[src/rtl/mux16_scan_ctrl.sv]
// rtl/mux16_scan_ctrl.sv - steps a 16:1 mux select, samples each input and returns a 16-bit word (optional MUX_SCAN_PARITY_EN)
module mux16_scan_ctrl #(
    parameter int SETTLE_CYCLES = 1
) (
    input  logic        clk,
    input  logic        reset,
    input  logic        start,
    input  logic        abort,
    input  logic        mux_out,
    output logic [3:0]  sel,
    output logic        busy,
    output logic [15:0] word,
    output logic        word_valid,
    input  logic        word_ready
`ifdef MUX_SCAN_PARITY_EN
    ,
    output logic        parity
`endif
);

    // Settle counter reload value; with zero settle cycles the SETTLE state is never entered.
    localparam bit         HAS_SETTLE  = (SETTLE_CYCLES > 0);
    localparam logic [3:0] SETTLE_LOAD = HAS_SETTLE ? 4'(SETTLE_CYCLES - 1) : 4'd0;

    typedef enum logic [1:0] {
        ST_IDLE   = 2'd0,
        ST_SETTLE = 2'd1,
        ST_SAMPLE = 2'd2,
        ST_HOLD   = 2'd3
    } state_t;

    state_t      state;
    state_t      state_next;
    logic [3:0]  sel_next;
    logic [3:0]  cnt;
    logic [3:0]  cnt_next;
    logic [15:0] shreg;
    logic [15:0] shreg_next;
    logic [15:0] captured;
    logic [15:0] word_next;
    logic        valid_next;
    logic        step_state;

`ifdef MUX_SCAN_PARITY_EN
    logic        parity_next;
`endif

    // State entered after a select step completes (or a scan starts).
    assign step_state = HAS_SETTLE;

    // Busy covers the whole scan: every settle and sample cycle.
    assign busy = (state == ST_SETTLE) || (state == ST_SAMPLE);

    // Capture register with the current mux output inserted at the current select position.
    always_comb begin
        captured      = shreg;
        captured[sel] = mux_out;
    end

    // Next-state and datapath decode; abort wins over sampling and drops the bit in flight.
    always_comb begin
        state_next = state;
        sel_next   = sel;
        cnt_next   = cnt;
        shreg_next = shreg;
        word_next  = word;
        valid_next = word_valid;
`ifdef MUX_SCAN_PARITY_EN
        parity_next = parity;
`endif
        case (state)
            ST_IDLE: begin
                sel_next = 4'd0;
                if (start) begin
                    cnt_next   = SETTLE_LOAD;
                    shreg_next = 16'h0000;
                    state_next = step_state ? ST_SETTLE : ST_SAMPLE;
                end
            end
            ST_SETTLE: begin
                if (abort) begin
                    state_next = ST_IDLE;
                    sel_next   = 4'd0;
                end else if (cnt == 4'd0) begin
                    state_next = ST_SAMPLE;
                end else begin
                    cnt_next = cnt - 4'd1;
                end
            end
            ST_SAMPLE: begin
                if (abort) begin
                    state_next = ST_IDLE;
                    sel_next   = 4'd0;
                end else begin
                    shreg_next = captured;
                    if (sel == 4'd15) begin
                        state_next = ST_HOLD;
                        sel_next   = 4'd0;
                        word_next  = captured;
                        valid_next = 1'b1;
`ifdef MUX_SCAN_PARITY_EN
                        parity_next = ^captured;
`endif
                    end else begin
                        sel_next   = sel + 4'd1;
                        cnt_next   = SETTLE_LOAD;
                        state_next = step_state ? ST_SETTLE : ST_SAMPLE;
                    end
                end
            end
            ST_HOLD: begin
                if (word_ready) begin
                    valid_next = 1'b0;
                    state_next = ST_IDLE;
                end
            end
            default: begin
                state_next = ST_IDLE;
                sel_next   = 4'd0;
            end
        endcase
    end

    // State and datapath registers; reset discards any scan in progress.
    always_ff @(posedge clk) begin
        if (reset) begin
            state      <= ST_IDLE;
            sel        <= 4'd0;
            cnt        <= 4'd0;
            shreg      <= 16'h0000;
            word       <= 16'h0000;
            word_valid <= 1'b0;
        end else begin
            state      <= state_next;
            sel        <= sel_next;
            cnt        <= cnt_next;
            shreg      <= shreg_next;
            word       <= word_next;
            word_valid <= valid_next;
        end
    end

`ifdef MUX_SCAN_PARITY_EN
    // Parity of the captured word, registered alongside it.
    always_ff @(posedge clk) begin
        if (reset) begin
            parity <= 1'b0;
        end else begin
            parity <= parity_next;
        end
    end
`endif

endmodule

[config.mk]
export PLATFORM = sky130hd
export DESIGN_NAME = mux16_scan_ctrl
export DESIGN_NICKNAME = d
export VERILOG_FILES = /design/src/rtl/mux16_scan_ctrl.sv
export SDC_FILE = /design/constraint.sdc
export NUM_CORES = 1
export LEC_CHECK = 0
export ABC_AREA = 1
export BUFFER_PORTS_ARGS = -buffer_cell sky130_fd_sc_hd__clkbuf_2
export CORE_MARGIN = 8
export CORE_UTILIZATION = 61
export DETAILED_ROUTE_END_ITERATION = 8
export PLACE_DENSITY = 0.91
export SYNTH_ARGS = -nofsm -noshare
export SYNTH_HDL_FRONTEND = slang
export SYNTH_SLANG_ARGS = --single-unit
[constraint.sdc]
create_clock -name clk -period 3.22 [get_ports clk]
set_input_delay 0.322 -clock clk [delete_from_list [all_inputs] [get_ports clk]]
set_output_delay 0.322 -clock clk [all_outputs]
set_load 0.01 [all_outputs]
==> impl_metrics.py <==
metrics = {
    "run_status": {
        "status": "complete, no violations",
    },
    "worst_setup_path": {
        "crit_path_frequent_cell": "inv_2",
        "critPathKind": "flip-flop to flip-flop",
        "crit_fanout": 18,
        "cp-start-kind": "flip-flop",
        "cp_cell_sequence": "inv_1 -> ha_1 -> inv_2 -> nor2_4 -> nand2_2 -> inv_2 -> o21ai_0 -> nor2_1",
        "cp.arrival_ns": 2.11,
        "end_kind": "flip-flop",
        "startpoint": "state[0]",
        "r2r-start": "state[0]",
        "crit_required_ns": 3.48,
        "critPathSlowestCell": "dfxtp_1",
        "max_stage_delay_ns": 0.44,
    },
    "global_route": {
        "antenna_found_initial": 0,
        "grt_max_degree": 24,
        "grt-ovfl-total": 0,
        "gr-usage-all-layers_pct": 18.44,
        "grt_pass1_vias": 1966,
        "grt_pass1_wl_um": 8307,
    },
    "pwr": {
        "powerDensity_mw_per_mm2": 439.4,
        "total_leakage_power_nw": 1.007,
        "finalPower_w": 0.001034,
        "irDropWorstVdd_mv": 0.3004,
    },
    "place": {
        "io_buffers": 27,
        "dpl.cell_count": 374,
        "dp_hpwl_um": 3548,
        "place_congestion": 0.9573,
        "postPlaceCellArea_mm2": 0.002298,
    },
    "layout": {
        "fin_area_mm2": 0.002352,
        "final_nets": 353,
        "area_growth_pct": 8.046,
        "insertedDiodeCount": 0,
        "layout-drive-gt1-share_pct": 13.39,
        "layout_commonest_cell": "nand2_1",
        "final_cell_mix": "89 x nand2_1, 43 x dfxtp_1, 42 x nor2_1",
        "stdcell_count": 382,
        "finish.utilization_pct": 69.40,
    },
    "synth": {
        "synth_cells": 311,
        "syn_area_mm2": 0.002177,
        "yosys_warnings": 0,
        "synthTopCellsByArea": "dfxtp_1 40%, nand2_1 15%, o21ai_0 7.4%",
        "synth_edf_count": 0,
        "yosysTopAreaCellShare_pct": 39.54,
        "syn_area_per_cell_um2": 7.000,
        "ys_seq_area_share_pct": 39.54,
        "synthFlopType": "dfxtp_1",
        "synth_cell_types": 28,
        "synth.largest_area_cell": "dfxtp_1",
        "synth-seq-cells": 43,
        "synth-async-reset-ratio_pct": 0,
        "syn-num-nets": 329,
    },
    "die": {
        "start_util_pct": 64.23,
        "die_height_um": 75.74,
        "die_area_mm2": 0.005737,
        "fp-row-count": 21,
        "num_io_pins": 28,
        "die_x_um": 75.74,
        "core_mm2": 0.003390,
    },
    "sta": {
        "slew_headroom_pct": 53.90,
        "max_freq_mhz": 542.2,
        "fin_crit_ns": 1.844,
        "rsz0062_at_grt": "false",
        "setup_viol": 0,
        "worst_slew_pin_slew_ns": 0.6894,
        "clock_skew_ns": 0.008035,
        "final_max_slew_viol_count": 0,
        "finalHoldViolations": 0,
        "fin_setup_tns_ns": 0,
        "period_share_pct": 57.28,
    },
    "hold_path": {
        "hold_path_class": "input port to flip-flop",
        "min_from": "word_ready",
    },
    "clock_tree": {
        "cts_buffers": 5,
        "cts_tree": "done",
        "cts.htree.levels": 2,
        "cts_resized": 0,
        "cts_setup_buffers": 0,
        "cts_hold_buf": 0,
        "root_buffer": "clkbuf_4",
        "clock_path_buffers": 2,
        "worst_skew_pair.late_latency_ns": 0.36,
        "cts.sinks": 43,
        "clk_pin_slew_worst_paths_ns": 0.12,
    },
    "routing": {
        "detailroute.via_count": 2041,
        "routed_wl_um": 4876,
        "firstDrtPassIters": 4,
        "antenna_left": 0,
        "drc_errors": 0,
        "viasPerCell": 5.343,
        "drt_iter0_markers": 150,
        "wl_per_cell_um": 12.76,
    },
    "flow_run": {
        "cap_violations": 0,
    },
}
## critical path, delay by kind of cell (launching register included)
kind / cells / cell delay, ns
buffers and inverters: 3 / 0.39
adders and majority gates: 1 / 0.27
DFF: 1 / 0.44
AOI/OAI and AO/OA: 1 / 0.22
and+or+nand+nor: 3 / 0.42
## routing by layer
layer  wire length [um]  global-route usage (%)  vias up
met2               2410                   32.51       56
met1               2099                   20.54      934
li1                   -                       -     1042
met5                  0                       0        -
met4                 66                   5.970        0
met3                299                   5.526        9
## logic make-up after synthesis
logic type               count (synthesis)  share of synthesized area [%]
AO/OA/AOI/OAI                           61                          15.29
AND/OR/NAND/NOR                        157                          29.71
adder cells (fa/ha/maj)                 12                          6.896
buffers and inverters                   36                          7.759
XOR/XNOR                                 2                         0.8047
flip-flops                              43                          39.54
## area by class of cell
type / instances / area, um^2
clock buffer: 6 / 41.29
clock inverter: 2 / 12.51
fill: 293 / 1037
inverter: 26 / 97.59
multi-input combinational: 232 / 1147
sequential: 43 / 860.8
tap: 46 / 57.56
timing repair buffer: 27 / 135.1
## worst paths after layout
| path | slack, ns | endpoint | cells past startpoint |
|---|---|---|---|
| hold / removal | 0.43 | state[0] | 6 |
| hold reg to reg | 0.48 | shreg[10] | 2 |
| setup reg to reg | 1.38 | word[14] | 8 |
| setup / recovery | 1.38 | word[14] | 8 |
## per-stage QoR
stage                     setup slack (ns)  hold WS [ns]
after global placement               1.502        0.4515
final                                1.376        0.4262
after global routing                 1.231        0.4253
after CTS                            1.394        0.4108
after floorplan                      1.687        0.3911
after detailed placement             1.427        0.4603
## state kept, by name, indices dropped and copies added (netlist names)
signal / cells
cnt: 4
sel: 4
word_valid: 1
word: 16
shreg: 16
state: 2
## synthesized netlist by cell type (2+ instances only)
cell	n
buf_6	2
nor3_1	2
clkbuf_1	2
dfxtp_1	43
buf_2	2
nand2_2	2
nor2_1	42
nand2_1	89
ha_1	12
buf_4	3
xor2_1	2
nand4_1	4
o21ai_0	32
inv_1	22
inv_2	4
nand3_1	13
a21oi_1	24
## where the power goes
group / internal (W) / total (W) / switching, W
sequential: 0.000550 / 0.000566 / 0.0000163
clock: 0.0000843 / 0.000254 / 0.000170
combinational: 0.0000708 / 0.000213 / 0.000142
(Power assumes the default switching activity.)
